`src/rtl/light_safety_monitor.sv`:
```
// rtl/light_safety_monitor.sv - traffic light safety monitor with fault latch and flashing red
//
// Checks the controller's per-direction light codes every cycle for illegal
// encodings, conflicting greens, illegal sequences and dwell-time violations.
// Legal codes reach the lamp drivers one cycle later; a violation latches a
// fault code and flashes red on both directions until software clears it.
//
// Ports:
//   clk         clock
//   rst         asynchronous active-high reset
//   a_in, b_in  light codes from the controller (001 green, 010 yellow, 100 red)
//   fault_clr   synchronous fault clear, ignored while no fault is latched
//   a_out,b_out lamp drive
//   fault       latched fault flag
//   fault_code  first detected violation, 0 when none
module light_safety_monitor #(
  parameter int MIN_GREEN  = 5,
  parameter int YEL_TIME   = 1,
  parameter int MIN_CLEAR  = 1,
  parameter int FLASH_HALF = 2,
  parameter int CNT_W      = 4
) (
  input  logic       clk,
  input  logic       rst,
  input  logic [2:0] a_in,
  input  logic [2:0] b_in,
  input  logic       fault_clr,
  output logic [2:0] a_out,
  output logic [2:0] b_out,
  output logic       fault,
  output logic [2:0] fault_code
);

  localparam logic [2:0] GRN = 3'b001;
  localparam logic [2:0] YEL = 3'b010;
  localparam logic [2:0] RED = 3'b100;

  localparam logic [CNT_W-1:0] CNT_MAX = {CNT_W{1'b1}};
  localparam logic [CNT_W-1:0] MG      = CNT_W'(MIN_GREEN);
  localparam logic [CNT_W-1:0] YT      = CNT_W'(YEL_TIME);
  localparam logic [CNT_W-1:0] MC      = CNT_W'(MIN_CLEAR);

  localparam int FW = $clog2(FLASH_HALF) + 1;
  localparam logic [FW-1:0] FLASH_LAST = FW'(FLASH_HALF - 1);

  logic [2:0]       s_a, s_b;
  logic [CNT_W-1:0] dw_a, dw_b, ar;
  logic             armed;
  logic [FW-1:0]    flash_cnt;
  logic             flash_on;

  logic [2:0] code_a, code_b, viol;

  function automatic logic is_valid(input logic [2:0] v);
    return (v == GRN) || (v == YEL) || (v == RED);
  endfunction

  function automatic logic [CNT_W-1:0] sat_inc(input logic [CNT_W-1:0] v);
    return (v == CNT_MAX) ? v : v + 1'b1;
  endfunction

  // Sequence/dwell check for one direction; only meaningful on an armed,
  // already-valid sample. Each transition can raise at most one code.
  function automatic logic [2:0] dir_code(input logic [2:0] in,
                                          input logic [2:0] s,
                                          input logic [CNT_W-1:0] dw,
                                          input logic [CNT_W-1:0] arv);
    logic [2:0] c;
    c = 3'd0;
    if (in != s) begin
      if (s == GRN && in == YEL) begin
        if (dw < MG) c = 3'd4;
      end else if (s == YEL && in == RED) begin
        if (dw != YT) c = 3'd5;
      end else if (s == RED && in == GRN) begin
        if (arv < MC) c = 3'd6;
      end else begin
        c = 3'd3;
      end
    end else if (s == YEL && dw >= YT) begin
      c = 3'd5;  // yellow overstay
    end
    return c;
  endfunction

  always_comb begin
    code_a = dir_code(a_in, s_a, dw_a, ar);
    code_b = dir_code(b_in, s_b, dw_b, ar);
    viol   = 3'd0;
    if (!is_valid(a_in) || !is_valid(b_in)) begin
      viol = 3'd1;
    end else if (a_in != RED && b_in != RED) begin
      viol = 3'd2;
    end else if (armed) begin
      // lowest nonzero code wins; A takes ties
      if (code_a != 3'd0 && (code_b == 3'd0 || code_a <= code_b)) viol = code_a;
      else viol = code_b;
    end
  end

  always_ff @(posedge clk or posedge rst) begin
    if (rst) begin
      s_a        <= RED;
      s_b        <= RED;
      dw_a       <= '0;
      dw_b       <= '0;
      ar         <= '0;
      armed      <= 1'b0;
      fault      <= 1'b0;
      fault_code <= 3'd0;
      flash_cnt  <= '0;
      flash_on   <= 1'b1;
    end else if (fault) begin
      if (fault_clr) begin
        // the sample at this edge is dropped; the next one is a fresh start
        fault      <= 1'b0;
        fault_code <= 3'd0;
        armed      <= 1'b0;
      end else if (flash_cnt == FLASH_LAST) begin
        flash_cnt <= '0;
        flash_on  <= ~flash_on;
      end else begin
        flash_cnt <= flash_cnt + 1'b1;
      end
    end else if (viol != 3'd0) begin
      fault      <= 1'b1;
      fault_code <= viol;
      flash_cnt  <= '0;
      flash_on   <= 1'b1;
    end else begin
      s_a   <= a_in;
      s_b   <= b_in;
      dw_a  <= (a_in == s_a && armed) ? sat_inc(dw_a) : CNT_W'(1);
      dw_b  <= (b_in == s_b && armed) ? sat_inc(dw_b) : CNT_W'(1);
      if (a_in == RED && b_in == RED)
        ar <= (s_a == RED && s_b == RED && armed) ? sat_inc(ar) : CNT_W'(1);
      else
        ar <= '0;
      armed <= 1'b1;
    end
  end

  always_comb begin
    a_out = s_a;
    b_out = s_b;
    if (fault) begin
      a_out = flash_on ? RED : 3'b000;
      b_out = flash_on ? RED : 3'b000;
    end
  end

endmodule

```
`config.mk`:
```
export PLATFORM = sky130hd
export DESIGN_NAME = light_safety_monitor
export DESIGN_NICKNAME = d
export VERILOG_FILES = /design/src/rtl/light_safety_monitor.sv
export SDC_FILE = /design/constraint.sdc
export NUM_CORES = 1
export LEC_CHECK = 0
export CAP_MARGIN = 20
export CORE_UTILIZATION = 53
export CTS_CLUSTER_DIAMETER = 40
export DETAILED_ROUTE_END_ITERATION = 7
export DONT_BUFFER_PORTS = 1
export PLACE_DENSITY = 0.68
export RECOVER_POWER = 25
export SYNTH_ARGS = -nofsm -noshare
export SYNTH_HDL_FRONTEND = slang
export SYNTH_SLANG_ARGS = --single-unit
```
`constraint.sdc`:
```
create_clock -name clk -period 6.2 [get_ports clk]
set_input_delay 1.24 -clock clk [delete_from_list [all_inputs] [get_ports clk]]
set_output_delay 1.24 -clock clk [all_outputs]
set_load 0.1 [all_outputs]
```
==> impl_metrics.tcl, run 1 <==
set metrics [dict create \
    seqCellArea_sq_um 654 \
    utilization_pct 58.6 \
    worst_clock_skew_ns 0.00768 \
    grt_max_degree 27 \
    tightest_slew_ns 1.08 \
    critPathKind "in2reg" \
    multi_input_area_sq_um 1310 \
    cts_resized 0 \
    core_area_sq_um 3690 \
    min_period_ns 4.74 \
    cts.sinks 26 \
    fillers 333 \
    cts_buffers 3 \
    p_leak_nw 0.882 \
    final_cell_mix "a21oi_1, dfrtp_1, nand3_1" \
    firstDrtPassIters 6 \
    avgSynthCellArea_sq_um 8.58 \
    timing.critical_path.required_ns 6.37 \
    start_util_pct 56.0 \
    cts_setup_buffers 0 \
    yosysWarnings 0 \
    dieHeight_microns 64.5 \
    syn_area_sq_um 2070 \
    io_buffers 0 \
    max_freq_mhz 211 \
    dp.final_hpwl_mm 3.35 \
    grt_pass1_wl_mm 7.98 \
    setup_tns_ns 0 \
    synth_nets 261 \
    holdBufCountCts 0 \
    postSynthCellCount 241 \
    finalWirelength_mm 4.54 \
    fin_crit_sh_pct 76.4 \
    outcome "finished, final reports clean" \
    critPathArrivalTime_ns 4.90 \
    maxCapViolCount 0 \
    drv_slew 0 \
    dieArea_sq_um 4150 \
    synth-seq-area-share_pct 31.7 \
    ios 19 \
    clk_latency_ns 0.27 \
    drtIter0Drc 136 \
    finalHoldViolCount 0 \
    die_w_microns 64.5 \
    hp-class "reg2reg" \
    grt_usage_pct 24.6 \
    antenna_found_initial 0 \
    synth_edf_count 0 \
    end_kind "flip-flop" \
    drc 0 \
    wl_per_cell_microns 16.1 \
    cts_tree "done" \
    rows 22 \
    netlist-cell-type-count 59 \
    async_flop_share_pct 100 \
    setup.worst_path.start_class "primary input" \
    via_count 1775 \
    synth_seq_cells 26 \
    clockBufferDepth 2 \
    clk_pin_slew_ns 0.09 \
    overflow 0 \
    ir_drop_mv 0.181 \
    gp_congestion 0.937 \
    grt_pass1_vias 1730 \
    cts_htree_levels 1 \
    vias_per_cell 6.27 \
    rsz0062_at_grt "no" \
    synth_ff_type "dfrtp_1" \
    crit_fanout 25 \
    area_growth_pct 4.60 \
    ant_nets 0 \
    nets 256 \
    finalSetupViolCount 0 \
    slew_headroom_pct 27.7 \
    n_antenna_cell 0 \
    drive_gt1_share_pct 12.3 \
    cts-root-buf "clkbuf_8" \
    pwr_density_cell_nw_per_um2 312 \
]
==> routing by layer <==
metal	part of all wire [%]	track usage (%)
met5	0	0
met4	1.7	10.0
met1	49	34.3
met3	4.4	2.99
met2	45	38.7
==> path summary, 6_finish.rpt <==
kind	start	to	slack [ns]	cells past startpoint
setup / recovery	a_in[1]	s_a[0]	1.46	13
hold / removal	flash_cnt[0]	flash_cnt[0]	0.47	1
setup reg to reg	ar[0]	s_a[0]	1.76	15
hold reg to reg	flash_cnt[0]	flash_cnt[0]	0.47	1
max in group asynchronous	rst	s_a[0]	4.30	2
min in group asynchronous	rst	ar[3]	0.86	1
==> flip-flops by register name, summed over array words and instances, names as in the netlist <==
name	count
ar	4
dw_a	4
dw_b	4
fault_code	3
s_a	3
s_b	3
flash_cnt	2
armed	1
fault	1
flash_on	1
==> area by class of cell <==
type	instances	area share, %
Multi-Input combinational cell	189	60.5
Sequential cell	26	30.3
Tap cell	48	2.78
Inverter	13	2.26
Clock buffer	3	1.91
Clock inverter	1	1.39
Timing Repair Buffer	3	0.868
==> metrics by stage <==
step                      hold slack (ns)  std cells  cell area [sq um]  setup slack, ns  power, mW
after floorplan                     0.441        241               2070             1.74      0.484
after global placement              0.458        278               2090             1.33      0.530
after detailed placement            0.460        278               2090             1.23      0.532
after CTS                           0.473        282               2160             1.53      0.675
after global routing                0.501        283               2160             1.11      0.723
final                               0.471        283               2160             1.46      0.674
==> logic make-up (layout without fill, tap and decap cells) <==
logic type | Yosys count | after routing | share of synthesized area (%)
simple gates | 99 | 99 | 29.4
fa+ha+maj | 11 | 11 | 6.66
xor+xnor | 6 | 6 | 2.54
flops | 26 | 26 | 31.7
buf+inv | 26 | 20 | 5.87
compound gates | 68 | 68 | 21.2
mux | 5 | 5 | 2.66
==> power by group <==
group | leakage (nW) | switching, mW | internal, mW
clock | 0.0357 | 0.0536 | 0.0864
combinational | 0.514 | 0.175 | 0.0974
sequential | 0.333 | 0.0582 | 0.204
==> synthesized netlist by cell type, drive strengths merged, types with 4 or more instances <==
master / instances / area [sq um]
clkbuf: 4 / 16.3
nand4: 5 / 31.3
or3: 4 / 25.0
nor3b: 4 / 40.0
nor4bb: 4 / 40.0
ha: 11 / 138
nor2b: 8 / 50.1
nor2: 15 / 56.3
nand3: 17 / 85.1
a21oi: 23 / 115
buf: 9 / 56.3
inv: 13 / 48.8
o21ai: 17 / 85.1
dfrtp: 23 / 576
mux2: 4 / 45.0
nor3: 4 / 20.0
xnor2: 6 / 52.6
and3: 5 / 31.3
nand2: 14 / 52.6
==> worst max-delay path: stages <==
cell       delay, ns
nand4bb_1       0.21
or4b_1          0.50
nand3_1         0.18
inv_1           0.09
ha_1            0.30
nor2b_1         0.13
o21a_1          0.17
o21ai_0         0.30
o211ai_1        0.16
and3_1          0.24
nor4_4          0.62
buf_4           0.38
mux2_2          0.37
(Power assumes the default switching activity.)
==> run 2, diff against run 1 <==
==> constraint.sdc (replaced) <==
create_clock -name clk -period 4.6 [get_ports clk]
set_input_delay 0.92 -clock clk [delete_from_list [all_inputs] [get_ports clk]]
set_output_delay 0.92 -clock clk [all_outputs]
set_load 0.1 [all_outputs]
==> run 2 against run 1 <==
  * Sequential share of layout area fell by 0.28 points
  * Cell count rose by 0.35%
  * Via count rose by 0.85%
  * Count of clock-buffer cells in the layout did not move
  * Sequential power rose by 34%
  * Critical path type is now reg2reg
  * Highest routed layer unchanged
==> impl_metrics.tcl, run 2 (synthesis results as in run 1) <==
set metrics [dict create \
    outcome "finished, final reports clean" \
    met3_length_microns 166 \
    core_area_sq_um 3690 \
    die_w_microns 64.5 \
    r2r_start "ar[0]" \
    crit_buf_inv 3 \
    start_util_pct 56.0 \
    pwr_density_cell_nw_per_um2 416 \
    hp-class "reg2reg" \
    n_antenna_cell 0 \
    ios 19 \
    critPathArrivalTime_ns 4.15 \
    fin_crit_sh_pct 86.7 \
    critPathLaunch "ar[0]" \
    area_growth_pct 5.57 \
    min_period_ns 3.99 \
    via_count 1790 \
    ir_drop_mv 0.215 \
    crit_fanout 34 \
    finalWirelength_mm 4.46 \
    fin_area_sq_um 2180 \
    finalSetupViolCount 0 \
    critPathKind "reg2reg" \
    drtIter0Drc 103 \
    overflow 0 \
    postPlaceCellArea_sq_um 2110 \
    antenna_found_initial 0 \
    drive_gt1_share_pct 12.7 \
    r2r_setup_slack_ns 0.61 \
    largestRegisters "ar: 4 flops, dw_a: 4 flops, dw_b: 4 flops" \
    nets 257 \
    cts_resized 0 \
    timing.critical_path.required_ns 4.77 \
    tightest_slew_ns 1.08 \
    cts_buffers 3 \
    cpPeakStageDelay_ns 0.57 \
    dieArea_sq_um 4150 \
    cts_tree "done" \
    maxCapViolCount 0 \
    cts_htree_levels 1 \
    vias_per_cell 6.30 \
    cts.sinks 26 \
    path_cells "inv_1, ha_1, or3b_1, or4b_1, nand3_1, inv_1, ha_1, nor2b_1, o21a_1, o21ai_0, nor3_1, o32ai_1, nor4_4, buf_12, and3_1, a22o_1" \
    setup_tns_ns 0 \
    finalHoldViolCount 0 \
    grt_pass1_wl_mm 7.42 \
    p_leak_nw 0.890 \
    slowest_stage "o32ai_1" \
    wl_per_cell_microns 15.7 \
    clk_latency_ns 0.28 \
    max_freq_mhz 251 \
    utilization_pct 59.2 \
    holdBufCountCts 0 \
    cts-root-buf "clkbuf_8" \
    setup.worst_path.start_class "flip-flop" \
    rsz0062_at_grt "no" \
    dp.final_hpwl_mm 3.28 \
    clockBufferDepth 2 \
    grt_pass1_vias 1584 \
    drc 0 \
    hold_path_startpoint "flash_cnt[0]" \
    io_buffers 0 \
    routed-wl-met2_mm 1.98 \
    grt_max_degree 35 \
    clk_pin_slew_ns 0.08 \
    dieHeight_microns 64.5 \
    path_delay_family "simple AND/OR/NAND/NOR gates" \
    drv_slew 0 \
    met1Wirelength_mm 2.18 \
    grt_usage_pct 23.4 \
    end_kind "flip-flop" \
    final_cell_mix "a21oi_1, dfrtp_1, nand3_1" \
    cts_setup_buffers 0 \
    top_layer "met4" \
    slew_headroom_pct 27.8 \
    worst_clock_skew_ns 0.0138 \
    rows 22 \
    ant_nets 0 \
    gp_congestion 0.878 \
    firstDrtPassIters 4 \
]
## run 2: power by group
part           leakage, nW  total [mW]  switching [mW]  internal [mW]
logic                0.522       0.362           0.230          0.132
registers            0.333       0.352          0.0779          0.275
clock network       0.0357       0.192          0.0759          0.117
## run 2: area by class of cell
cell class | count | area (sq um)
well taps | 48 | 60.1
clock buffers | 3 | 41.3
fillers | 350 | 1510
flip-flops and latches | 26 | 654
inverters | 13 | 48.8
repair buffers | 4 | 38.8
multi-input cells | 189 | 1310
clock inverters | 1 | 30.0
## run 2: per-stage QoR
step                total power [mW]  std cells  hold WS (ns)  worst slack [ns]
finish                         0.907        284         0.474             0.614
CTS                            0.910        283         0.477             0.645
floorplan                      0.653        241         0.441             0.460
detailed placement             0.716        279         0.465             0.383
global placement               0.710        279         0.460             0.435
global route                   0.971        284         0.512             0.330
## run 2: final timing paths
kind                                 endpoint  cells after the start
worst max-delay path                  dw_b[1]                     16
worst min-delay path             flash_cnt[0]                      1
worst max register to register        dw_b[1]                     16
worst min register to register   flash_cnt[0]                      1
max in group asynchronous       fault_code[1]                      2
min in group asynchronous               ar[2]                      1
## run 2: routing by layer
layer	global-route usage (%)	up-vias
li1	-	888
met1	32.0	862
met2	35.9	32
met3	3.17	8
met4	12.2	0
met5	0	-
==> run 3, diff against run 2 <==
==> constraint.sdc (replaced) <==
create_clock -name clk -period 4.6 [get_ports clk]
set_input_delay 0.46 -clock clk [delete_from_list [all_inputs] [get_ports clk]]
set_output_delay 0.46 -clock clk [all_outputs]
set_load 0.1 [all_outputs]
==> run 3 against run 2 <==
  * Non-clock buffer count increased by 1
  * Critical path depth unchanged
  * Maximum frequency increased by 0.90%
  * Clock power decreased by 23%
  * Core utilization decreased by 0.58 points
  * Worst setup slack improved by 0.035 ns
  * Global-route usage increased by 0.27 points
  * Die area unchanged
  * Register-to-register slack improved by 0.04 ns
  * Largest cell class unchanged
  * Highest routed layer unchanged
==> impl_metrics.tcl, run 3 (synthesis results as in run 1) <==
set metrics [dict create \
    core_area_sq_um 3690 \
    clk_latency_ns 0.27 \
    nets 258 \
    critPathKind "reg2reg" \
    io_buffers 0 \
    maxCapViolCount 0 \
    fin_area_sq_um 2160 \
    largestRegisters "ar: 4 flops, dw_a: 4 flops, dw_b: 4 flops" \
    slew_headroom_pct 27.8 \
    outcome "finished, final reports clean" \
    cts_htree_levels 1 \
    ios 19 \
    overflow 0 \
    finalHoldViolCount 0 \
    setup_tns_ns 0 \
    gp_congestion 0.971 \
    worst_clock_skew_ns 0.00353 \
    p_leak_nw 0.886 \
    final_cell_mix "a21oi_1, dfrtp_1, nand3_1" \
    hp-class "in2async" \
    fin_crit_sh_pct 85.9 \
    critPathLaunch "ar[0]" \
    wl_per_cell_microns 15.4 \
    min_period_ns 3.95 \
    clockBufferDepth 2 \
    postPlaceCellArea_sq_um 2100 \
    multi_input_area_sq_um 1310 \
    critPathArrivalTime_ns 4.11 \
    dp.final_hpwl_mm 3.28 \
    max_freq_mhz 253 \
    antenna_found_initial 0 \
    vias_per_cell 6.16 \
    dieArea_sq_um 4150 \
    firstDrtPassIters 4 \
    cts.sinks 26 \
    setup.worst_path.start_class "flip-flop" \
    cts_tree "done" \
    end_kind "flip-flop" \
    ant_nets 0 \
    dieHeight_microns 64.5 \
    whs_ns 0.0953 \
    drive_gt1_share_pct 13.1 \
    r2r_start "ar[0]" \
    fillers 341 \
    area_growth_pct 4.54 \
    grt_max_degree 27 \
    pwr_density_cell_nw_per_um2 400 \
    via_count 1756 \
    grt_pass1_vias 1663 \
    drc 0 \
    rsz0062_at_grt "no" \
    cts_buffers 3 \
    finalSetupViolCount 0 \
    ir_drop_mv 0.244 \
    cts_setup_buffers 0 \
    grt_usage_pct 23.7 \
    drtIter0Drc 75 \
    timing.final.ws_setup_ns 0.649 \
    cts_resized 0 \
    utilization_pct 58.6 \
    tightest_slew_ns 1.08 \
    clk_pin_slew_ns 0.09 \
    start_util_pct 56.0 \
    timing.critical_path.required_ns 4.76 \
    crit_fanout 21 \
    holdBufCountCts 0 \
    die_w_microns 64.5 \
    cts-root-buf "clkbuf_8" \
    grt_pass1_wl_mm 7.81 \
    finalWirelength_mm 4.39 \
    n_antenna_cell 0 \
    seqCellArea_sq_um 654 \
    drv_slew 0 \
    rows 22 \
    dp_slack_ns 0.746 \
]
==> run 3: cell count changes in the layout (fill, tap and decap cells not counted) <==
cell	before	now
clkbuf_8	3	4
buf_12	1	0
buf_4	2	4
bufinv_16	1	0
==> run 3: layout make-up <==
type,count,share of cell area [%]
timing repair buffer,5,1.56
sequential,26,30.3
clock buffer,4,2.55
tap,48,2.78
inverter,13,2.26
multi-input combinational,189,60.6
==> run 3: final timing paths <==
check / depth (start not counted) / to / slack, ns
max: 16 / dw_b[1] / 0.65
min reg2reg: 1 / flash_cnt[0] / 0.49
max reg2reg: 16 / dw_b[1] / 0.65
max in group asynchronous: 2 / armed / 3.49
min in group clk: 1 / fault / 0.30
min: 1 / ar[1] / 0.1
==> run 3: metal layers <==
layer	up-vias	global-route usage, %	wire length (microns)	part of all wire (%)
li1	882	-	-	-
met1	832	35.2	2230	51
met2	36	36.6	1980	45
met3	6	3.17	146	3.3
met4	0	4.72	29	0.66
met5	-	0	0	0
==> run 3: per-stage QoR <==
step	cells	total power, mW
after floorplan	241	0.653
after global placement	280	0.713
after detailed placement	280	0.714
after CTS	284	0.870
after global routing	285	0.931
final	285	0.864
==> run 3: worst max-delay path: stages, from the launching register on <==
cell and delay [ns]:
dfrtp_1 0.41, inv_1 0.06, ha_1 0.18, or3b_1 0.22, or4b_1 0.45, nand3_1 0.17
inv_1 0.08, ha_1 0.30, nor2b_1 0.13, o21a_1 0.17, o21ai_0 0.31, nor3_1 0.11
o32ai_1 0.54, nor4_4 0.09, buf_4 0.23, and3_1 0.18, a22o_1 0.22
==> run 3: power by group <==
part	internal [mW]	total [mW]	switching (mW)
logic	0.132	0.362	0.231
clock network	0.0764	0.148	0.0714
registers	0.275	0.354	0.0793
total	0.483	0.864	0.381
